`src/rtl/compressor_tree_sequencer.sv`:
```
// compressor_tree_sequencer: reduces NUM_TERMS operands through one narrow carry-save tree,
// TERMS_PER_PASS new operands per cycle, returning the result carry-save and carry-propagated.
module compressor_tree_sequencer #(
   parameter int unsigned NUM_TERMS      = 16,
   parameter int unsigned TERMS_PER_PASS = 4,
   parameter int unsigned BIT_LEN        = 16
) (
   input  logic                           clk,
   input  logic                           reset,
   input  logic                           in_valid,
   output logic                           in_ready,
   input  logic [NUM_TERMS*BIT_LEN-1:0]   in_terms,
   output logic                           out_valid,
   input  logic                           out_ready,
   output logic [BIT_LEN-1:0]             out_C,
   output logic [BIT_LEN-1:0]             out_S,
   output logic [BIT_LEN-1:0]             out_sum,
   output logic                           busy
);
   localparam int unsigned NUM_PASSES = (NUM_TERMS + TERMS_PER_PASS - 1) / TERMS_PER_PASS;
   localparam int unsigned CNT_W      = $clog2(NUM_PASSES + 1);
   localparam int unsigned OPS_W      = NUM_TERMS * BIT_LEN;

   typedef enum logic [1:0] {IDLE, RUN, SUM, DONE} state_t;

   state_t             state;
   logic [CNT_W-1:0]   pass_cnt;
   logic [OPS_W-1:0]   ops;
   logic [BIT_LEN-1:0] acc_C;
   logic [BIT_LEN-1:0] acc_S;
   logic [BIT_LEN-1:0] tree_C;
   logic [BIT_LEN-1:0] tree_S;
   logic [BIT_LEN-1:0] maj;
   logic [BIT_LEN-1:0] chunk [TERMS_PER_PASS];

   // Operand window for the current pass; slots beyond the last operand read as zero.
   always_comb begin
      for (int i = 0; i < int'(TERMS_PER_PASS); i++) begin
         chunk[i] = '0;
         if ((32'(pass_cnt) * TERMS_PER_PASS + 32'(i)) < NUM_TERMS)
            chunk[i] = ops[(32'(pass_cnt) * TERMS_PER_PASS + 32'(i)) * BIT_LEN +: BIT_LEN];
      end
   end

   // 3:2 reduction of {acc_C, acc_S, chunk}; carries shifted past the MSB are dropped.
   always_comb begin
      tree_C = acc_C;
      tree_S = acc_S;
      maj    = '0;
      for (int i = 0; i < int'(TERMS_PER_PASS); i++) begin
         maj    = (tree_C & tree_S) | (tree_C & chunk[i]) | (tree_S & chunk[i]);
         tree_S = tree_C ^ tree_S ^ chunk[i];
         tree_C = maj << 1;
      end
   end

   always_ff @(posedge clk) begin
      if (reset) begin
         state     <= IDLE;
         pass_cnt  <= '0;
         ops       <= '0;
         acc_C     <= '0;
         acc_S     <= '0;
         out_C     <= '0;
         out_S     <= '0;
         out_sum   <= '0;
         out_valid <= 1'b0;
         in_ready  <= 1'b1;
         busy      <= 1'b0;
      end else begin
         case (state)
            IDLE: begin
               if (in_valid && in_ready) begin
                  ops      <= in_terms;
                  acc_C    <= '0;
                  acc_S    <= '0;
                  pass_cnt <= '0;
                  in_ready <= 1'b0;
                  busy     <= 1'b1;
                  state    <= RUN;
               end
            end
            RUN: begin
               acc_C <= tree_C;
               acc_S <= tree_S;
               if (pass_cnt == CNT_W'(NUM_PASSES - 1)) begin
                  pass_cnt <= '0;
                  state    <= SUM;
               end else begin
                  pass_cnt <= pass_cnt + CNT_W'(1);
               end
            end
            SUM: begin
               out_C     <= acc_C;
               out_S     <= acc_S;
               out_sum   <= acc_C + acc_S;
               out_valid <= 1'b1;
               state     <= DONE;
            end
            DONE: begin
               if (out_ready) begin
                  out_valid <= 1'b0;
                  in_ready  <= 1'b1;
                  busy      <= 1'b0;
                  state     <= IDLE;
               end
            end
            default: state <= IDLE;
         endcase
      end
   end
endmodule
```
`config.mk`:
```
export PLATFORM = sky130hd
export DESIGN_NAME = compressor_tree_sequencer
export DESIGN_NICKNAME = d
export VERILOG_FILES = /design/src/rtl/compressor_tree_sequencer.sv
export SDC_FILE = /design/constraint.sdc
export NUM_CORES = 1
export LEC_CHECK = 0
export ABC_AREA = 1
export BUFFER_PORTS_ARGS = -buffer_cell sky130_fd_sc_hd__clkbuf_2
export CORE_MARGIN = 2
export CORE_UTILIZATION = 45
export CTS_CLUSTER_DIAMETER = 120
export CTS_CLUSTER_SIZE = 14
export DETAILED_ROUTE_END_ITERATION = 8
export PLACE_DENSITY = 0.63
export SYNTH_ARGS = -nofsm -noshare
export SYNTH_HDL_FRONTEND = slang
export SYNTH_SLANG_ARGS = --single-unit
```
`constraint.sdc`:
```
create_clock -name clk -period 8.8 [get_ports clk]
set_clock_uncertainty 0.2 [all_clocks]
set_input_delay 0.88 -clock clk [delete_from_list [all_inputs] [get_ports clk]]
set_output_delay 0.88 -clock clk [all_outputs]
set_load 0.005 [all_outputs]
```
==> results_dict.tcl <==
set metrics [dict create \
    status "complete, no violations" \
    setup-tns-final_ns 0 \
    htree_levels 1 \
    first_iter_violations 1252 \
    placed_cells 2798 \
    fin_hold_ws_ns 0.255 \
    die-area_um2 37400 \
    crit_fanout 48 \
    die_w_um 193 \
    reg2reg_to "acc_S[2]$_SDFFE_PP0P_" \
    num_vias 15200 \
    synth_edf_count 0 \
    ant_nets 0 \
    hold_viol 0 \
    cts_tree "built" \
    ff2ff_path_depth 13 \
    place.gp.congestion 0.920 \
    placed_area_um2 17600 \
    met3RoutedLength_mm 4.28 \
    end_kind "flip-flop" \
    core-area_um2 35400 \
    clock_tree.root_cell "clkbuf_16" \
    critPathLaunchType "flip-flop" \
    post_cts_buffers 0 \
    hold_buffers 0 \
    min_from "ops[105]$_SDFFE_PP0P_" \
    critPathArrivalTime_ns 5.03 \
    cts_sinks 341 \
    period_share_pct 53.9 \
    hpwl_mm 38.5 \
    grt_max_degree 198 \
    relSlewSlack_pct 21.2 \
    timing.reg2reg.setup_slack_ns 4.06 \
    nNetsFinal 2707 \
    drt-pass1-iter-count 5 \
    numCtsBuffers 28 \
    holdPathStages 2 \
    finalMaxSlewViolations 0 \
    synth_top_flop_cell "dfxtp_1" \
    drv_cap 0 \
    cts_resized 0 \
    drc 0 \
    clk_pin_slew_ns 0.09 \
    worst_pin_slew_ns 1.18 \
    drive_gt1_share_pct 15.3 \
    grt_pass1_vias 14300 \
    syn-num-nets 2512 \
    power_density_nw_per_um2 350 \
    grt_pass1_wl_mm 82.6 \
    setup_violations 0 \
    grt_antenna_before_repair 0 \
    overflow 0 \
    initial_core_util_pct 45.6 \
    yosys_warnings 0 \
    criticalPathCategory "flip-flop to flip-flop" \
    leakage_nw 8.23 \
    worst_ep_required_time_ns 9.09 \
    ys_seq_area_share_pct 42.3 \
    hold_path.class "flip-flop to flip-flop" \
    wl_per_cell_um 18.9 \
    fin_cells 2829 \
    fin_area_um2 18400 \
    async_flop_share_pct 0 \
    min_period_ns 4.74 \
    clockBufferDepth 3 \
    min_to "ops[105]$_SDFFE_PP0P_" \
    ir_worst_vdd_v 0.000209 \
    highest_layer "met4" \
    clock_insertion_delay_worst_skew_ns 0.58 \
    wl_met2_mm 22.3 \
    syn_avg_cell_area_um2 7.43 \
    ys_types 35 \
    regToRegStartpoint "pass_cnt[0]$_SDFFE_PP0P_" \
    max_clock_freq_ghz 0.211 \
    diodes 0 \
    ys_seq_elements 341 \
    grt_util_all_layers_pct 28.0 \
    rsz0062_at_grt "false" \
    numPortBuffers 309 \
    syn-instance-count 2172 \
    via_per_inst 5.38 \
    wirelength_mm 53.4 \
    wl_met1_mm 25.2 \
    fp.dieH_um 193 \
    area_growth_pct 13.8 \
    io_pins 311 \
    syn_area_um2 16100 \
    rows 69 \
]
report_power, final:
group	switching, W	internal (W)	leakage (nW)
logic	0.00195	0.00102	5.06
clock network	0.000571	0.000566	0.359
registers	0.000282	0.00203	2.81
total	0.00280	0.00362	8.23
critical path: stages (launching register included):
cell	delay (ns)
dfxtp_4	0.50
clkinv_2	0.48
buf_4	0.46
a21oi_1	0.20
o21ai_0	0.27
a21oi_1	0.26
fa_1	0.45
inv_1	0.09
fa_1	0.42
inv_1	0.09
fa_1	0.45
fa_1	0.52
nand2_1	0.05
a21oi_1	0.14
state kept, by name, indices dropped and copies added (netlist names):
signal     flops
out_S         16
ops          256
out_sum       15
out_C         15
out_valid      1
busy           1
pass_cnt       3
acc_C         15
acc_S         16
in_ready       1
state          2
logic make-up (layout without fill, tap and decap cells):
group	Yosys count	after routing	synth area share, %
compound gates	803	803	25.1
simple gates	539	539	13.0
buf+inv	401	597	10.3
flops	341	341	42.3
fa+ha+maj	80	80	8.86
xor+xnor	7	7	0.380
other cells	1	1	0.0232
cell type report:
cell class,count,area [um^2]
repair buffers,322,1660
multi-input cells,1430,7640
flip-flops and latches,341,6830
inverters,244,930
fillers,3549,17000
clock inverters,2,27.5
well taps,461,577
clock buffers,29,704
placed cells by master (no fill, tap or decap), drive strengths merged, types with 4 or more instances in the layout:
master / count
dfxtp: 341
nand3: 28
clkbuf: 338
o21ai: 429
inv: 243
nand2: 167
buf: 13
fa: 57
a21oi: 362
xor2: 4
nor2: 334
ha: 23
stage by stage:
step           total power (W)  worst slack, ns  util, %
5_1_grt                0.00703             3.77     51.9
2_1_floorplan          0.00445             5.16        -
6_report               0.00643             4.06     51.9
3_3_place_gp           0.00524             4.23     49.8
3_5_place_dp           0.00529             4.07     49.8
4_1_cts                0.00644             4.08     51.9
cell usage after synthesis, drive strengths merged, types with 2 or more instances:
library cell | count | area (um^2)
a21oi | 362 | 1810
o211ai | 3 | 27.5
dfxtp | 341 | 6830
nand3 | 28 | 140
nor3 | 3 | 26.3
nor2 | 334 | 1250
xor2 | 4 | 35.0
clkbuf | 64 | 240
buf | 93 | 513
or2 | 3 | 18.8
inv | 243 | 912
ha | 23 | 288
xnor2 | 3 | 26.3
fa | 57 | 1140
o21bai | 2 | 15.0
nand4 | 2 | 12.5
nand3b | 2 | 15.0
nand2 | 167 | 627
o21ai | 429 | 2150
worst max path at each step:
| stage | start | to | slack, ns |
|---|---|---|---|
| 4_1_cts | pass_cnt[0]$_SDFFE_PP0P_ | acc_S[3]$_SDFFE_PP0P_ | 4.08 |
| 5_1_grt | pass_cnt[0]$_SDFFE_PP0P_ | acc_S[2]$_SDFFE_PP0P_ | 3.77 |
| 3_5_place_dp | pass_cnt[0]$_SDFFE_PP0P_ | acc_S[3]$_SDFFE_PP0P_ | 4.07 |
| 3_3_place_gp | pass_cnt[0]$_SDFFE_PP0P_ | acc_S[6]$_SDFFE_PP0P_ | 4.23 |
| 2_1_floorplan | pass_cnt[0]$_SDFFE_PP0P_ | acc_S[14]$_SDFFE_PP0P_ | 5.16 |
| 6_report | pass_cnt[0]$_SDFFE_PP0P_ | acc_S[2]$_SDFFE_PP0P_ | 4.06 |
layer usage:
metal  track usage, %  vias up
li1                 -     7423
met1             42.1     7114
met2             41.1      605
met3             4.25       80
met4             8.82        0
met5                0        -
Note: power is estimated with default switching activity, not from simulation.
